### src/rtl/block_buffer.sv
// Small FIFO between the 128-bit block assembler and the cipher core.
// Blocks arrive over a 4-phase data_ready/data_taken handshake and leave over valid/ready.
module block_buffer #(
    parameter int DATA_W = 128,
    parameter int DEPTH  = 2
) (
    input  logic                     i_clk,
    input  logic                     i_rst,
    input  logic                     i_data_ready,
    input  logic [DATA_W-1:0]        i_block_in,
    output logic                     o_data_taken,
    output logic                     o_blk_valid,
    output logic [DATA_W-1:0]        o_blk_data,
    input  logic                     i_blk_ready,
    output logic [$clog2(DEPTH):0]   o_blk_count
);

    localparam int AW = $clog2(DEPTH);
    localparam int PW = AW + 1;

    typedef enum logic {
        ST_IDLE,
        ST_ACK
    } state_t;

    state_t            r_state;
    state_t            w_next_state;
    logic [DATA_W-1:0] r_mem [DEPTH];
    logic [PW-1:0]     r_wr_ptr;
    logic [PW-1:0]     r_rd_ptr;
    logic [PW-1:0]     w_count;
    logic              r_data_taken;
    logic              w_full;
    logic              w_empty;
    logic              w_push;
    logic              w_pop;

    // Pointers carry an extra MSB, so their difference is the true occupancy 0..DEPTH.
    assign w_count = r_wr_ptr - r_rd_ptr;
    assign w_full  = (w_count == PW'(DEPTH));
    assign w_empty = (w_count == '0);
    assign w_pop   = !w_empty && i_blk_ready;

    always_comb begin
        w_next_state = r_state;
        w_push       = 1'b0;
        case (r_state)
            ST_IDLE: begin
                if (i_data_ready && !w_full) begin
                    w_push       = 1'b1;
                    w_next_state = ST_ACK;
                end
            end
            ST_ACK: begin
                if (!i_data_ready) begin
                    w_next_state = ST_IDLE;
                end
            end
            default: w_next_state = ST_IDLE;
        endcase
    end

    // Storage is cleared on reset so the head output reads zero afterwards.
    always_ff @(posedge i_clk) begin
        if (i_rst) begin
            r_state      <= ST_IDLE;
            r_data_taken <= 1'b0;
            r_wr_ptr     <= '0;
            r_rd_ptr     <= '0;
            for (int i = 0; i < DEPTH; i++) begin
                r_mem[i] <= '0;
            end
        end else begin
            r_state      <= w_next_state;
            r_data_taken <= (w_next_state == ST_ACK);
            if (w_push) begin
                r_mem[r_wr_ptr[AW-1:0]] <= i_block_in;
                r_wr_ptr                <= r_wr_ptr + PW'(1);
            end
            if (w_pop) begin
                r_rd_ptr <= r_rd_ptr + PW'(1);
            end
        end
    end

    assign o_data_taken = r_data_taken;
    assign o_blk_valid  = !w_empty;
    assign o_blk_data   = r_mem[r_rd_ptr[AW-1:0]];
    assign o_blk_count  = w_count;

endmodule

### config.mk
export PLATFORM = sky130hd
export DESIGN_NAME = block_buffer
export DESIGN_NICKNAME = d
export VERILOG_FILES = /design/src/rtl/block_buffer.sv
export SDC_FILE = /design/constraint.sdc
export NUM_CORES = 1
export LEC_CHECK = 0
export ABC_AREA = 1
export CAP_MARGIN = 30
export CORE_UTILIZATION = 55
export DETAILED_ROUTE_END_ITERATION = 16
export GPL_ROUTABILITY_DRIVEN = 0
export PLACE_DENSITY = 0.9
export SYNTH_ARGS = -nofsm -noshare
export SYNTH_HDL_FRONTEND = slang
export SYNTH_SLANG_ARGS = --single-unit
export TNS_END_PERCENT = 100
### constraint.sdc
create_clock -name i_clk -period 9.3 [get_ports i_clk]
set_input_delay 0.93 -clock i_clk [delete_from_list [all_inputs] [get_ports i_clk]]
set_output_delay 0.93 -clock i_clk [all_outputs]
set_load 0.01 [all_outputs]
==> Flow_metrics.wiki, run 1 <==
{| class="wikitable"
! Metric !! Value
|-
| Number of design rule violations left after detail routing || 0
|-
| Setup TNS || 0 ns
|-
| Top-level I/O count || 264
|-
| Critical path data required time || 8.37 ns
|-
| Count of hold buffers inserted by post-cts repair || 0
|-
| Standard cell core area || 0.02122 mm2
|-
| Leakage power total || 6.113 nW
|-
| # fillers || 1413
|-
| Antenna violations before repair || 0
|-
| Horizontal die dimension || 149.6 um
|-
| Post-Layout Inst Area || 0.01551 mm2
|-
| Arrival time of data at the critical path endpoint || 3.28 ns
|-
| Total Nets Final || 1254
|-
| Number of H-tree branching levels || 1
|-
| Hold/Removal Path Class || reg -> reg
|-
| Clock tree sinks || 262
|-
| Run status || finished, final reports clean
|-
| Remaining max-slew budget at the tightest pin || 34.24%
|-
| Most common cell after layout, fill and taps aside || clkdlybuf4s50_1
|-
| Top fanout value on the critical path || 65
|-
| Number of buffers added for setup after CTS || 0
|-
| Power after layout || 4.236 mW
|-
| Vias in the first global route || 7676
|-
| Critical path endpoint category || primary output
|-
| Remaining number of nets flagged by the antenna check after routing || 0
|-
| Post-Syn Area || 0.01198 mm2
|-
| Overall die height || 149.6 um
|-
| Final min period || 4.207 ns
|-
| Clock insertion delay at the later pin of the skew report || 0.52 ns
|-
| Clock root buffer master || clkbuf_16
|-
| Actual slew at the worst max-slew pin || 0.9864 ns
|-
| Post-DP Area || 0.01466 mm2
|-
| Number of warnings issued by yosys || 0
|-
| Starting DRT DRC Count || 431
|-
| # rows || 53
|-
| Stages on worst setup path || 3
|-
| Critical path's top delay family || buffers and inverters
|-
| Nature of the critical path startpoint || flip-flop
|-
| Number of placed instances, taps included || 1368
|-
| Startpoint-to-endpoint class of the critical path || reg -> out
|-
| Worst path slowest cell || dfxtp_4
|-
| Fraction of final layout cells with drive strength greater than 1 || 24.45%
|-
| Buffers plus inverters on the worst setup path || 2
|-
| Number of distinct library cells after synthesis || 21
|-
| Setup violators final || 0
|-
| Worst-case vdd ir drop || 0.1817 mV
|-
| Maximum clock rate || 0.2377 GHz
|-
| Cell breakdown of the critical path || buf_4 -> mux2_2 -> clkdlybuf4s50_1
|-
| Maximum number of pins on one net before global-route repair || 76
|-
| Register bit total from synthesis || 262
|-
| Pre-antenna DRT Iters || 5
|-
| Remaining Overflow, GRT || 0
|-
| Final cell utilization of the core || 73.08%
|-
| Die Area || 0.02238 mm2
|-
| Area growth, synth to finish || 29.45%
|-
| CP max stage delay || 0.92 ns
|-
| Routed length per placed instance || 18.17 um
|-
| Sequential area share after synthesis || 65.17%
|-
| Final Cycle Share || 45.23%
|-
| Post-synthesis net count || 1011
|-
| Number of cells traversed by the worst hold path || 2
|-
| Cells on worst reg2reg path || 10
|-
| Overall routed net length || 25730 um
|-
| Sum of net half-perimeters after detailed placement || 15840 um
|-
| Antenna fix cells || 0
|-
| Cts bufs inserted || 26
|-
| First-pass GRT wire length || 39140 um
|-
| Power Dens Cells || 273.1 mW/mm2
|-
| Vias per Instance || 5.273
|-
| Clock transition at path regs || 0.06 ns
|-
| TritonCTS clock tree || yes
|-
| Bufs on Longest Clock Path || 3
|-
| Synthesized netlist cell count || 878
|-
| Worst-case clock skew || 0.01369 ns
|-
| Pins Over Slew Limit || 0
|-
| Commonest cells after routing, fill and taps aside || clkdlybuf4s50_1 (262), edfxtp_1 (256), inv_1 (137)
|-
| Number of max-cap violations || 0
|-
| Finished Layout Cells || 1416
|-
| Setup repair after global routing missed its margin || false
|-
| Via total after detailed routing || 7466
|-
| Resize count post-CTS || 0
|-
| Synthesized area divided by synthesized cell count || 13.64 um2
|-
| Fin. Hold Viols || 0
|-
| Starting density of the core || 56.46%
|-
| Number of I/O port buffers || 263
|-
| Global-route usage over all layers || 22.75%
|}
==> kinds of logic (layout without fill, tap and decap cells) <==
kind of cell | count (synthesis) | in the layout | share of synthesized area [%]
AOI/OAI and AO/OA | 3 | 3 | 0.1462
muxes | 128 | 128 | 12.03
DFF | 262 | 262 | 65.17
xor gates and xnor gates | 1 | 1 | 0.07312
buffers and inverters | 194 | 457 | 7.708
and+or+nand+nor | 289 | 289 | 14.77
adders and majority gates | 1 | 1 | 0.1044
==> final cells by class <==
cell class / instances / area, um2 / share of cell area, %
Inverter: 137 / 514.2 / 3.316
Multi-Input combinational cell: 422 / 3273 / 21.11
Clock inverter: 12 / 135.1 / 0.8713
Clock buffer: 36 / 709.4 / 4.574
Timing Repair Buffer: 272 / 2721 / 17.55
Tap cell: 275 / 344.1 / 2.219
Sequential cell: 262 / 7811 / 50.37
==> synth_stat cells (all sizes together) <==
library cell,count,area share (%)
clkbuf,14,0.44
nand3,8,0.38
buf,43,3.0
o211ai,1,0.063
nor2,133,4.2
a21oi,1,0.042
ha,1,0.10
dfxtp,6,1.0
nand4,3,0.21
o21ai,1,0.042
xor2,1,0.073
inv,137,4.3
nor3,128,9.5
nand2,17,0.53
edfxtp,256,64
mux2,128,12
==> power by group <==
group          internal (mW)  switching (mW)
registers               1.58           0.111
clock network          0.616           0.425
logic                  0.792           0.708
total                   2.99            1.24
==> flip-flops by register name (all words and copies together), names as in the netlist, named ones only <==
register	flops
o_data_taken	1
r_mem	256
r_rd_ptr	2
r_wr_ptr	2
==> stage by stage <==
| step | hold slack [ns] | worst slack, ns |
|---|---|---|
| after detailed placement | 0.5154 | 5.109 |
| after global routing | 0.5688 | 4.929 |
| after global placement | 0.4706 | 5.163 |
| final | 0.5383 | 5.093 |
| after floorplan | 0.4529 | 4.692 |
| after CTS | 0.5315 | 5.063 |
==> per-layer routing <==
layer	part of all wire [%]	up-vias	global-route usage (%)	wire length, um
met5	0	-	0	0
met2	52	288	40.02	13440
met3	6.0	61	3.445	1548
met4	3.8	0	9.796	970
met1	38	3621	27.76	9772
li1	-	3496	-	-
==> worst paths after layout <==
path | from | slack (ns) | end
min | r_rd_ptr[1] | 0.54 | r_rd_ptr[1]
max reg2reg | r_wr_ptr[0] | 5.60 | r_mem[0][5]
min reg2reg | r_rd_ptr[1] | 0.54 | r_rd_ptr[1]
max | flip-flop | 5.09 | o_blk_data[4]
==> worst min-delay path, delay by kind of cell (launching register included) <==
family,cells,cell delay (ns)
AOI/OAI and AO/OA,1,0.05
DFF,1,0.36
and+or+nand+nor,1,0.08
Note: power is estimated with default switching activity, not from simulation.
==> inputs of run 2 (changes only) <==
CORE_UTILIZATION = 46   (was 55)
PLACE_DENSITY = 0.81   (was 0.9)
clock period = 3.8 ns   (was 9.3 ns; I/O delays follow)
==> run 2 against run 1 <==
  * Sequential share of layout area decreased by 0.65 points
  * Sequential cell count unchanged
  * Wire length increased by 1.3%
  * Critical path depth unchanged
  * First-iteration DRC count increased by 11%
  * Largest power group unchanged
  * Worst setup slack got worse by 3.9 ns
  * Combinational power increased to 2.6 times the previous value
  * Non-clock buffer count increased by 1
  * Largest cell class unchanged
  * Clock power increased to 2.6 times the previous value
  * Clock skew decreased by 0.0059 ns
  * Cell count increased by 4.0%
==> Flow_metrics.wiki, run 2 (synthesized netlist as in run 1, its figures left out) <==
{| class="wikitable"
! Metric !! Value
|-
| Run status || finished, final reports clean
|-
| Power Dens Cells || 671.5 mW/mm2
|-
| Fin. Hold Viols || 0
|-
| Sum of net half-perimeters after detailed placement || 15740 um
|-
| Via total after detailed routing || 7404
|-
| Most common cell after layout, fill and taps aside || clkdlybuf4s50_1
|-
| Antenna violations before repair || 0
|-
| Critical path data required time || 3.42 ns
|-
| Worst-case clock skew || 0.007746 ns
|-
| Final Cycle Share || 68.23%
|-
| Worst-case vdd ir drop || 0.6364 mV
|-
| Arrival time of data at the critical path endpoint || 2.21 ns
|-
| Number of flip-flops under the largest register name || 256
|-
| Die Area || 0.02669 mm2
|-
| Final min period || 2.593 ns
|-
| Remaining Overflow, GRT || 0
|-
| Clock tree sinks || 262
|-
| Horizontal die dimension || 163.4 um
|-
| Global-route usage over all layers || 19.22%
|-
| Critical path endpoint category || primary output
|-
| Fraction of final layout cells with drive strength greater than 1 || 24.43%
|-
| Number of max-cap violations || 0
|-
| Starting density of the core || 47.17%
|-
| First-pass GRT wire length || 39790 um
|-
| Worst-case setup slack after placement || 1.296 ns
|-
| Resize count post-CTS || 0
|-
| Startpoint-to-endpoint class of the critical path || reg -> out
|-
| Switching component of the power || 3.072 mW
|-
| Nature of the critical path startpoint || flip-flop
|-
| Starting DRT DRC Count || 477
|-
| Number of buffers added for setup after CTS || 0
|-
| Top-level I/O count || 264
|-
| Pins Over Slew Limit || 0
|-
| Hold/Removal Path Class || in -> reg
|-
| Leakage power total || 6.165 nW
|-
| Count of hold buffers inserted by post-cts repair || 0
|-
| Remaining max-slew budget at the tightest pin || 35.73%
|-
| Number of design rule violations left after detail routing || 0
|-
| Setup violators final || 0
|-
| Maximum clock rate || 0.3857 GHz
|-
| Standard cell core area || 0.02540 mm2
|-
| TritonCTS clock tree || yes
|-
| Number of cells traversed by the worst hold path || 2
|-
| Area growth, synth to finish || 31.14%
|-
| Clock transition at path regs || 0.06 ns
|-
| Number of H-tree branching levels || 1
|-
| Remaining number of nets flagged by the antenna check after routing || 0
|-
| Antenna fix cells || 0
|-
| Overall routed net length || 26070 um
|-
| Number of I/O port buffers || 263
|-
| Clock root buffer master || clkbuf_16
|-
| Setup TNS || 0 ns
|-
| Fraction of power spent switching nets || 29.12%
|-
| Clock Power Share || 25.4%
|-
| Registers with the most flip-flops || r_mem (256), r_rd_ptr (2), r_wr_ptr (2)
|-
| Largest register by flop count || r_mem
|-
| Cts bufs inserted || 27
|-
| Maximum number of pins on one net before global-route repair || 130
|-
| Total Nets Final || 1256
|-
| Int Pwr || 7.478 mW
|-
| Routed length per placed instance || 17.71 um
|-
| Setup repair after global routing missed its margin || false
|-
| Vias per Instance || 5.030
|-
| Cells on worst reg2reg path || 10
|-
| Pre-antenna DRT Iters || 5
|-
| Commonest cells after routing, fill and taps aside || clkdlybuf4s50_1 (262), edfxtp_1 (256), inv_1 (137)
|-
| Overall die height || 163.4 um
|-
| Combinational share of power || 36.6%
|-
| Final critical-path setup slack || 1.207 ns
|-
| Clock insertion delay at the later pin of the skew report || 0.52 ns
|-
| Relative contribution of sequential cells to total power || 38.0%
|-
| Top fanout value on the critical path || 78
|-
| Actual slew at the worst max-slew pin || 0.9640 ns
|-
| Vias in the first global route || 7569
|-
| # rows || 58
|-
| Power after layout || 10.55 mW
|-
| Bufs on Longest Clock Path || 3
|}
-- run 2: stage by stage --
| stage | hold slack [ns] | std cells | util, % | instance area (um2) |
|---|---|---|---|---|
| floorplan | 0.4529 | 878 | - | 11990 |
| global placement | 0.4730 | 1423 | 58.24 | 14790 |
| detailed placement | 0.4869 | 1424 | 58.35 | 14820 |
| CTS | 0.4170 | 1472 | 61.86 | 15710 |
| global route | 0.4443 | 1472 | 61.86 | 15710 |
| finish | 0.4343 | 1472 | 61.86 | 15710 |
-- run 2: worst max-delay path, cell delays in order (launching register included) --
cell and delay (ns):
dfxtp_4 0.37, buf_12 0.34, mux2_2 0.39, clkdlybuf4s50_1 0.51
-- run 2: path summary, 6_finish.rpt --
kind                                  start              to  slack [ns]
worst max-delay path              flip-flop  o_blk_data[61]        1.21
worst min-delay path                  i_rst   r_mem[0][116]        0.43
worst max register to register  r_wr_ptr[0]    r_mem[1][13]        1.27
worst min register to register  r_wr_ptr[0]     r_wr_ptr[0]        0.50
-- run 2: power groups by stage --
stage	logic [mW]	registers, mW	clock network, mW
after CTS	3.91	4.02	2.73
final	3.86	4.01	2.68
after detailed placement	3.88	4.07	0
after global routing	4.10	4.07	2.83
after floorplan	2.14	4.04	0
after global placement	3.86	4.04	0
-- run 2: cell type report --
class	instances	area, um2
Multi-Input combinational cell	422	3291
Clock buffer	33	698.2
Fill cell	1996	9688
Timing Repair Buffer	273	2791
Tap cell	330	412.9
Sequential cell	262	7811
Inverter	137	514.2
Clock inverter	15	192.7
-- run 2: per-layer routing --
layer	up-vias	wire length [um]	global-route usage [%]
met2	247	13210	32.24
met5	-	0	0
met1	3606	10740	25.78
met4	0	666	6.075
li1	3501	-	-
met3	50	1457	2.666
==> inputs of run 3 (changes only) <==
CORE_UTILIZATION = 51   (was 46)
PLACE_DENSITY = 0.85   (was 0.81)
clock period = 2.4 ns   (was 3.8 ns; I/O delays follow)
==> run 3 against run 2 <==
  * Register-to-register slack worse by 1.1 ns
  * Worst setup slack got worse by 1.1 ns
  * Sequential power up 59%
  * Total power increased by 63%
  * Sequential share of layout area fell by 1.0 points
  * Sequential cell count stayed put
  * Highest routed layer unchanged
==> Flow_metrics.wiki, run 3 (synthesized netlist as in run 1, its figures left out) <==
{| class="wikitable"
! Metric !! Value
|-
| Fraction of power spent switching nets || 28.95%
|-
| Standard cell core area || 0.02285 mm2
|-
| First-pass GRT wire length || 41120 um
|-
| Relative contribution of sequential cells to total power || 37.2%
|-
| Cells on worst reg2reg path || 10
|-
| Worst-case clock skew || 0.009371 ns
|-
| Routed length per placed instance || 18.19 um
|-
| Critical path data required time || 2.16 ns
|-
| Final critical-path setup slack || 0.05905 ns
|-
| Post-Layout Inst Area || 0.01604 mm2
|-
| Antenna fix cells || 0
|-
| Registers with the most flip-flops || r_mem (256), r_rd_ptr (2), r_wr_ptr (2)
|-
| Setup repair after global routing missed its margin || false
|-
| Setup TNS || 0 ns
|-
| Starting density of the core || 52.44%
|-
| Number of max-cap violations || 0
|-
| Post-DP Area || 0.01504 mm2
|-
| Horizontal die dimension || 155.3 um
|-
| Largest register by flop count || r_mem
|-
| Startpoint-to-endpoint class of the critical path || reg -> out
|-
| Die Area || 0.02411 mm2
|-
| Commonest cells after routing, fill and taps aside || clkdlybuf4s50_1 (261), edfxtp_1 (256), inv_1 (137)
|-
| Power Dens Cells || 1072 mW/mm2
|-
| # rows || 55
|-
| Fraction of final layout cells with drive strength greater than 1 || 25.97%
|-
| Hold/Removal Path Class || in -> reg
|-
| Final Cycle Share || 97.54%
|-
| Number of flip-flops under the largest register name || 256
|-
| Top fanout value on the critical path || 31
|-
| Clock transition at path regs || 0.06 ns
|-
| Clock tree sinks || 262
|-
| Total Nets Final || 1272
|-
| Nature of the critical path startpoint || flip-flop
|-
| Cell breakdown of the critical path || buf_12 -> mux2_2 -> clkdlybuf4s50_1
|-
| # fillers || 1544
|-
| Global-route usage over all layers || 21.91%
|-
| Met1 capacity usage during global routing || 26.94%
|-
| Clock insertion delay at the later pin of the skew report || 0.52 ns
|-
| Most common cell after layout, fill and taps aside || clkdlybuf4s50_1
|-
| Actual slew at the worst max-slew pin || 0.8681 ns
|-
| Arrival time of data at the critical path endpoint || 2.10 ns
|-
| Via total after detailed routing || 7583
|-
| Clock Power Share || 25.4%
|-
| Number of placed instances, taps included || 1420
|-
| Vias in the first global route || 7890
|-
| Area growth, synth to finish || 33.88%
|-
| Remaining Overflow, GRT || 0
|-
| Remaining max-slew budget at the tightest pin || 42.13%
|-
| CP max stage delay || 0.52 ns
|-
| Global-route layer with the greatest usage || met2
|-
| Bufs on Longest Clock Path || 3
|-
| Overall die height || 155.3 um
|-
| Number of I/O port buffers || 263
|-
| Final min period || 2.341 ns
|-
| Run status || finished, final reports clean
|-
| Number of cells traversed by the worst hold path || 4
|-
| Overall routed net length || 26780 um
|-
| Setup violators final || 0
|-
| Pre-antenna DRT Iters || 4
|-
| Number of design rule violations left after detail routing || 0
|-
| Met3 Usage GRT || 3.370%
|-
| Worst-case vdd ir drop || 0.6092 mV
|-
| Count of hold buffers inserted by post-cts repair || 0
|-
| Switching component of the power || 4.977 mW
|-
| Remaining number of nets flagged by the antenna check after routing || 0
|-
| Maximum clock rate || 0.4272 GHz
|-
| Leakage power total || 6.355 nW
|-
| Clock root buffer master || clkbuf_16
|-
| TritonCTS clock tree || yes
|-
| Fin. Hold Viols || 0
|-
| Vias per Instance || 5.151
|-
| Combinational share of power || 37.4%
|-
| Number of H-tree branching levels || 1
|-
| Antenna violations before repair || 0
|-
| Int Pwr || 12.22 mW
|-
| Critical path endpoint category || primary output
|-
| Starting DRT DRC Count || 429
|-
| Pins Over Slew Limit || 0
|-
| Fraction of met2 tracks used by global routing || 39.58%
|-
| Worst path slowest cell || clkdlybuf4s50_1
|-
| Cts bufs inserted || 27
|-
| Top-level I/O count || 264
|-
| Worst-case setup slack after placement || 0.1496 ns
|-
| Maximum number of pins on one net before global-route repair || 132
|-
| Finished Layout Cells || 1472
|-
| Sum of net half-perimeters after detailed placement || 16960 um
|}
## run 3: worst paths after layout
| kind | from | end | slack (ns) |
|---|---|---|---|
| max | flip-flop | o_blk_data[54] | 0.06 |
| min | i_rst | flip-flop | 0.25 |
| max reg2reg | r_wr_ptr[0] | r_mem[1][34] | 0.18 |
| min reg2reg | r_wr_ptr[0] | r_wr_ptr[0] | 0.52 |
## run 3: area by class of cell
class	instances	area, um2	share of cell area, %
Sequential cell	262	7811	48.70
Multi-Input combinational cell	422	3291	20.52
Timing Repair Buffer	289	3093	19.28
Clock buffer	39	790.8	4.930
Inverter	137	514.2	3.206
Tap cell	313	391.6	2.442
Clock inverter	10	147.6	0.9205
## run 3: worst max-delay path, delay by kind of cell, from the launching register on
family	cells	cell delay, ns
buf+inv	2	0.75
flops	1	0.46
mux	1	0.37
## run 3: per-layer routing
layer	share of wire [%]	wire [um]	up-vias
li1	-	-	3541
met1	39	10360	3723
met2	53	14310	270
met3	5.5	1461	49
met4	2.4	651	0
met5	0	0	-
## run 3: what timing repair did
action                                  CTS  global route
pin swaps                                 0             0
gates cloned                              0             1
endpoints found under the setup margin  110            16
resized for setup                         0             3
setup buffers                             2             0
## run 3: power groups by stage
stage | Clock, mW | Sequential [mW] | Combinational [mW]
floorplan | 0 | 6.36 | 3.40
global placement | 0 | 6.47 | 6.23
detailed placement | 0 | 6.54 | 6.28
CTS | 4.42 | 6.40 | 6.43
global route | 4.60 | 6.47 | 6.80
finish | 4.36 | 6.39 | 6.44
## run 3: stage by stage
step / power, mW / hold WS, ns / utilization [%]
floorplan: 9.761 / 0.3814 / -
global route: 17.87 / 0.2663 / 70.20
detailed placement: 12.81 / 0.5142 / 65.83
global placement: 12.70 / 0.5122 / 65.83
CTS: 17.25 / 0.2345 / 70.02
finish: 17.19 / 0.2524 / 70.20
